$ cat src/rtl/ysyx_22041412_ifu.sv
// Instruction fetch unit: owns the PC, fetches 16-byte lines from the icache
// into a one-entry line buffer, serves 32-bit words to decode, and sequences
// redirects (discarding in-flight reads) and fence.i into the cache.
//
// state      | meaning
// -----------+----------------------------------------------------------
// IDLE       | one cycle after reset before the first request
// REQ        | line request outstanding, waiting for icache_ready
// SERVE      | line buffered, handing words to decode
// DISCARD    | redirected during a request, waiting for icache_clear
// FENCE_WAIT | pulse icache_fence_i for one cycle
// FENCE      | waiting for icache_fence_ready
module ysyx_22041412_ifu #(
    parameter logic [31:0] RESET_PC = 32'h8000_0000
) (
    input  logic          clk,
    input  logic          rst_n,
    input  logic          redirect_valid,
    input  logic [31:0]   redirect_pc,
    input  logic          fence_i_req,
    output logic          fence_done,
    output logic [31:0]   icache_addr,
    output logic          icache_valid,
    input  logic [127:0]  icache_data,
    input  logic          icache_ready,
    output logic          icache_read_vaild,
    output logic          icache_read_clean,
    input  logic          icache_clear,
    output logic          icache_fence_i,
    input  logic          icache_fence_ready,
    output logic          inst_valid,
    output logic [31:0]   inst,
    output logic [31:0]   inst_pc,
    input  logic          inst_ready,
    output logic [63:0]   fetch_cnt
);

    typedef enum logic [2:0] {
        S_IDLE, S_REQ, S_SERVE, S_DISCARD, S_FENCE_WAIT, S_FENCE
    } state_e;

    state_e         state_q, state_d;
    logic [31:0]    pc_q, pc_d;
    logic [127:0]   line_q, line_d;
    logic [27:0]    tag_q, tag_d;
    logic           line_v_q, line_v_d;
    logic           fpend_q, fpend_d;
    logic           ack_q, ack_d;
    logic           fdone_q, fdone_d;
    logic [63:0]    cnt_q, cnt_d;
    logic [31:0]    ipc_q;
    logic [31:0]    redir_pc;
    logic           hs;
    logic           unused_redir_lsb;

    assign redir_pc         = {redirect_pc[31:2], 2'b00};
    assign unused_redir_lsb = ^redirect_pc[1:0];

    // Decode-side view: only a word of the buffered line matching pc is valid
    assign inst_valid = (state_q == S_SERVE) && line_v_q && (tag_q == pc_q[31:4]);
    assign hs         = inst_valid && inst_ready;

    // Word select out of the line buffer
    always_comb begin
        inst = line_q[31:0];
        case (pc_q[3:2])
            2'd0: inst = line_q[31:0];
            2'd1: inst = line_q[63:32];
            2'd2: inst = line_q[95:64];
            2'd3: inst = line_q[127:96];
            default: inst = line_q[31:0];
        endcase
    end

    assign inst_pc           = ipc_q;
    assign icache_addr       = {pc_q[31:4], 4'b0000};
    assign icache_valid      = (state_q == S_REQ) || (state_q == S_DISCARD);
    assign icache_read_clean = (state_q == S_DISCARD);
    assign icache_fence_i    = (state_q == S_FENCE_WAIT);
    assign icache_read_vaild = ack_q;
    assign fence_done        = fdone_q;
    assign fetch_cnt         = cnt_q;

    // Next-state, PC and line-buffer update
    always_comb begin
        state_d  = state_q;
        pc_d     = pc_q;
        line_d   = line_q;
        tag_d    = tag_q;
        line_v_d = line_v_q;
        fpend_d  = fpend_q | fence_i_req;
        ack_d    = 1'b0;
        fdone_d  = 1'b0;
        cnt_d    = cnt_q + {63'd0, hs};

        case (state_q)
            S_IDLE: begin
                state_d = S_REQ;
                if (redirect_valid) pc_d = redir_pc;
                if (fpend_d) begin
                    line_v_d = 1'b0;
                    state_d  = S_FENCE_WAIT;
                end
            end
            S_REQ: begin
                if (icache_ready) begin
                    line_d   = icache_data;
                    tag_d    = pc_q[31:4];
                    line_v_d = 1'b1;
                    ack_d    = 1'b1;
                    state_d  = S_SERVE;
                    if (redirect_valid) begin
                        pc_d = redir_pc;
                        // the just-arrived line may already hold the target
                        if (redir_pc[31:4] != pc_q[31:4]) begin
                            line_v_d = 1'b0;
                            state_d  = S_REQ;
                        end
                    end
                    if (fpend_d) begin
                        line_v_d = 1'b0;
                        state_d  = S_FENCE_WAIT;
                    end
                end else if (redirect_valid) begin
                    pc_d    = redir_pc;
                    state_d = S_DISCARD;
                end
            end
            S_SERVE: begin
                if (hs) begin
                    pc_d = pc_q + 32'd4;
                    if (pc_q[3:2] == 2'd3) begin
                        line_v_d = 1'b0;
                        state_d  = S_REQ;
                    end
                end
                if (redirect_valid) begin
                    pc_d = redir_pc;
                    if (line_v_q && (tag_q == redir_pc[31:4])) begin
                        line_v_d = 1'b1;
                        state_d  = S_SERVE;
                    end else begin
                        line_v_d = 1'b0;
                        state_d  = S_REQ;
                    end
                end
                if (fpend_d) begin
                    line_v_d = 1'b0;
                    state_d  = S_FENCE_WAIT;
                end
            end
            S_DISCARD: begin
                if (redirect_valid) pc_d = redir_pc;
                if (icache_clear) begin
                    state_d = S_REQ;
                    if (fpend_d) begin
                        line_v_d = 1'b0;
                        state_d  = S_FENCE_WAIT;
                    end
                end
            end
            S_FENCE_WAIT: begin
                if (redirect_valid) pc_d = redir_pc;
                state_d = S_FENCE;
            end
            S_FENCE: begin
                if (redirect_valid) pc_d = redir_pc;
                if (icache_fence_ready) begin
                    fdone_d = 1'b1;
                    fpend_d = 1'b0;
                    state_d = S_REQ;
                end
            end
            default: state_d = S_IDLE;
        endcase
    end

    // State and datapath registers
    always_ff @(posedge clk or negedge rst_n) begin
        if (!rst_n) begin
            state_q  <= S_IDLE;
            pc_q     <= RESET_PC;
            line_q   <= '0;
            tag_q    <= '0;
            line_v_q <= 1'b0;
            fpend_q  <= 1'b0;
            ack_q    <= 1'b0;
            fdone_q  <= 1'b0;
            cnt_q    <= '0;
            ipc_q    <= '0;
        end else begin
            state_q  <= state_d;
            pc_q     <= pc_d;
            line_q   <= line_d;
            tag_q    <= tag_d;
            line_v_q <= line_v_d;
            fpend_q  <= fpend_d;
            ack_q    <= ack_d;
            fdone_q  <= fdone_d;
            cnt_q    <= cnt_d;
            ipc_q    <= pc_d;
        end
    end

endmodule

$ cat config.mk
export PLATFORM = sky130hd
export DESIGN_NAME = ysyx_22041412_ifu
export DESIGN_NICKNAME = d
export VERILOG_FILES = /design/src/rtl/ysyx_22041412_ifu.sv
export SDC_FILE = /design/constraint.sdc
export NUM_CORES = 1
export LEC_CHECK = 0
export ABC_AREA = 1
export ABC_CLOCK_PERIOD_IN_PS = 2900
export BUFFER_PORTS_ARGS = -buffer_cell sky130_fd_sc_hd__buf_4
export CAP_MARGIN = 20
export CORE_MARGIN = 2
export CORE_UTILIZATION = 50
export CTS_CLUSTER_DIAMETER = 150
export DETAILED_ROUTE_END_ITERATION = 10
export PLACE_DENSITY = 0.87
export SLEW_MARGIN = 40
export SYNTH_ARGS = -nofsm -noshare
export SYNTH_HDL_FRONTEND = slang
export SYNTH_SLANG_ARGS = --single-unit
$ cat constraint.sdc
create_clock -name clk -period 2.9 [get_ports clk]
set_input_delay 0.145 -clock clk [delete_from_list [all_inputs] [get_ports clk]]
set_output_delay 0.145 -clock clk [all_outputs]
set_load 0.03 [all_outputs]
==> results.py <==
metrics = {
    "floorplan": {
        "start_util": 0.510,
        "rows": 63,
        "die_x_um": 178,
        "dieArea_mm2": 0.0318,
        "ioPinCount": 334,
        "chipHeight_um": 178,
        "core_mm2": 0.0298,
    },
    "final_layout": {
        "area_growth_pct": 41.0,
        "ff_latch_area_mm2": 0.00654,
        "final_nets": 2830,
        "final-instance-count-excl-fill": 3075,
        "drive_gt1_frac": 0.239,
        "multiInputGateArea_mm2": 0.00771,
        "nFillCells": 2160,
    },
    "global_routing": {
        "grt_first_pass_wirelength_um": 88400,
        "overflow": 0,
        "antenna_found_initial": 4,
        "grt_usage": 0.356,
        "grt_max_degree": 129,
        "grt_pass1_vias": 16923,
    },
    "drt": {
        "drtIter0Drc": 2011,
        "drt_wl_total_um": 58800,
        "num_vias": 17616,
        "vias_per_cell": 5.73,
        "avgRoutedWirePerCell_um": 19.1,
        "first_pass_iters": 7,
        "antenna_left": 0,
        "drc": 0,
    },
    "timing": {
        "rsz0062_at_grt": "yes",
        "fin_worst_skew_ns": 0.0140,
        "final_max_slew_viol_count": 0,
        "finalSetupTns_ns": -1.27,
        "relSlewSlack": 0.403,
        "timing.final.crit_share": 1.06,
        "report.final.hold_viol_count": 0,
        "layout_setup_ws_ns": -0.167,
        "fmax_mhz": 326,
        "worst_slew_pin_slew_ns": 0.888,
        "worst_hold_slack_ns": 0.0196,
        "period_minus_slack_ns": 3.07,
        "setup_violations": 21,
    },
    "clock_tree": {
        "cts.sinks": 260,
        "clk_latency_ns": 0.55,
        "cts_buffers": 29,
        "clk_pin_slew_ns": 0.07,
        "cts_tree": "yes",
        "htree_levels": 1,
        "clock_tree.root_cell": "clkbuf_16",
        "cts_buffer_depth": 3,
    },
    "run_status": {
        "status": "complete, but fails checks",
        "violations": "setup timing",
    },
    "pwr": {
        "leakage_uw": 0.0111,
        "power.density_mw_per_mm2": 981,
        "combPwrFrac": 0.540,
        "power.switching_uw": 9810,
        "p_seq_frac": 0.282,
        "clkPwrFrac": 0.178,
        "p_int_uw": 11200,
        "max-vdd-ir-drop_uv": 966,
        "switching_share": 0.467,
    },
    "logic_synthesis": {
        "yosysSeqAreaShare": 0.428,
        "synth.avg_cell_area_um2": 7.11,
        "mappedNetlistArea_mm2": 0.0152,
        "synth-edff-count": 0,
        "synthCells": 2136,
        "ys_types": 41,
        "ys_async_sr_fraction": 1.00,
        "yosysWarnings": 0,
        "synth-seq-cells": 260,
        "ys_dominant_reg_cell": "dfrtp_1",
    },
    "critical_path": {
        "critPathCaptureType": "register",
        "worstPathCellList": "inv_1, nand2_1, nand2_1, nor2_1, nand2_1, nor2_2, nand2_2, nor3_4, ha_4, ha_4, nand2_4, nor2_4, nand2_2, nor3_4, nand3b_4, buf_4, buf_6, buf_6, nor2_2, xor2_1",
        "crit_required_ns": 3.36,
        "cp_max_fo": 4,
        "crit_type": "register to register",
        "slowest_stage": "dfrtp_1",
        "crit_buf_inv": 4,
        "path_delay_family": "simple AND/OR/NAND/NOR gates",
        "start_kind": "register",
        "cpMostUsedCell": "nand2_1",
        "slowest_delay_ns": 0.39,
        "cp_data_arrival_time_ns": 3.53,
    },
    "flow_run": {
        "cap_viol_max_count": 0,
    },
    "worst_hold_path": {
        "hp-class": "primary input to register",
    },
    "placement": {
        "place_inst": 2838,
        "gp_congestion": 1.01,
        "dpl.hpwl_um": 37700,
        "io_buffers": 327,
    },
}
==> cell usage in the layout (no fill, tap or decap), types with 22 or more instances in the layout <==
cell	netlist	final
buf_4	36	452
a22o_1	32	32
inv_1	141	136
o21ai_0	66	66
a21oi_1	65	64
clkbuf_16	0	29
dfrtp_1	259	233
nor3_1	37	35
xnor2_1	32	31
xor2_1	46	46
a211oi_1	28	28
nand3_1	80	77
dlygate4sd3_1	0	155
nand2_2	7	22
dfrtp_2	0	26
nand4_1	59	59
nand2_1	884	865
nor2_1	191	168
==> worst register-to-register path, delay by kind of cell, from the launching register on <==
kind                     cells  cell delay [ns]
buffers and inverters        4             0.48
XOR/XNOR                     1             0.19
adder cells (fa/ha/maj)      2             0.34
AND/OR/NAND/NOR             13             1.57
flip-flops                   1             0.39
==> Yosys cell counts (2+ instances only) <==
cell / n / area, um^2
xor2_1: 46 / 403
buf_1: 4 / 15.0
nand2_1: 884 / 3320
nor3_1: 37 / 185
inv_2: 14 / 52.6
nand3b_1: 4 / 30.0
nand3_1: 80 / 400
nor2_2: 4 / 25.0
nor3_2: 3 / 30.0
nor3_4: 2 / 32.5
a31oi_1: 2 / 12.5
nand2_2: 7 / 43.8
o21ai_0: 66 / 330
dfrtp_1: 259 / 6480
nor2_4: 5 / 56.3
ha_1: 6 / 75.1
nand3_2: 5 / 50.1
nor2_1: 191 / 717
a21oi_1: 65 / 325
or2_2: 4 / 25.0
inv_1: 141 / 529
xnor2_1: 32 / 280
nor4_1: 10 / 62.6
nand4_1: 59 / 369
clkbuf_1: 42 / 158
buf_2: 51 / 255
buf_4: 36 / 270
a211oi_1: 28 / 210
a22o_1: 32 / 280
o21ai_1: 2 / 10.0
o22ai_1: 4 / 25.0
a21boi_0: 2 / 15.0
==> final cells by class <==
cell class / instances / share of cell area
multi-input combinational: 1590 / 0.360
sequential: 260 / 0.305
timing repair buffer: 620 / 0.240
clock buffer: 44 / 0.0379
inverter: 155 / 0.0272
tap: 390 / 0.0228
clock inverter: 9 / 0.00590
antenna: 7 / 0.000818
==> routing by layer <==
layer	global-route usage	share of wire
met2	0.555	0.46
met1	0.455	0.37
met3	0.0750	0.10
met5	0	0.00020
met4	0.214	0.065
==> cell families (layout without fill, tap and decap cells) <==
logic type                 Yosys count  after routing  synth area share
adders and majority gates            6              6           0.00494
and+or+nand+nor                   1301           1301             0.357
buffers and inverters              289            828            0.0850
AOI/OAI and AO/OA                  201            201            0.0795
other                                1             11          0.000247
DFF                                260            260             0.428
xor gates and xnor gates            78             78            0.0450
==> path summary, 6_finish.rpt <==
check                                               end  slack [ns]              startpoint  cells past startpoint
worst max-delay path            fetch_cnt[18]$_DFF_PN0_       -0.17    tag_q[9]$_DFFE_PN0P_                     20
worst min-delay path                           register        0.02          redirect_pc[4]                      5
worst max register to register  fetch_cnt[18]$_DFF_PN0_       -0.17    tag_q[9]$_DFFE_PN0P_                     20
worst min register to register   line_q[46]$_DFFE_PN0P_        0.47  line_q[46]$_DFFE_PN0P_                      2
max in group asynchronous            pc_q[31]$_DFF_PN1_        1.76                   rst_n                      3
min in group asynchronous        fetch_cnt[5]$_DFF_PN0_        0.21                   rst_n                      2
==> power by group through the flow <==
stage / registers [uW] / clock network (uW) / logic (uW)
5_1_grt: 6040 / 3890 / 12200
4_1_cts: 5800 / 3720 / 10800
2_1_floorplan: 6160 / 0 / 6340
3_3_place_gp: 5760 / 0 / 10300
6_report: 5920 / 3740 / 11400
3_5_place_dp: 5850 / 0 / 10500
==> repair_timing <==
item,in CTS,in global routing
buffers inserted,10,13
setup endpoints to repair,31,44
pin swaps,12,31
resized for setup,17,62
endpoints found under the hold margin,246,0
hold buffers,155,0
==> through the flow <==
step	worst slack [ns]	utilization	area, um^2	total power (uW)
detailed placement	-0.157	0.619	18400	16400
global placement	-0.0618	0.619	18400	16000
CTS	-0.0825	0.708	21100	20300
floorplan	0.00329	-	15300	12500
finish	-0.167	0.719	21400	21000
global route	-0.318	0.719	21400	22100
(Power assumes the default switching activity.)
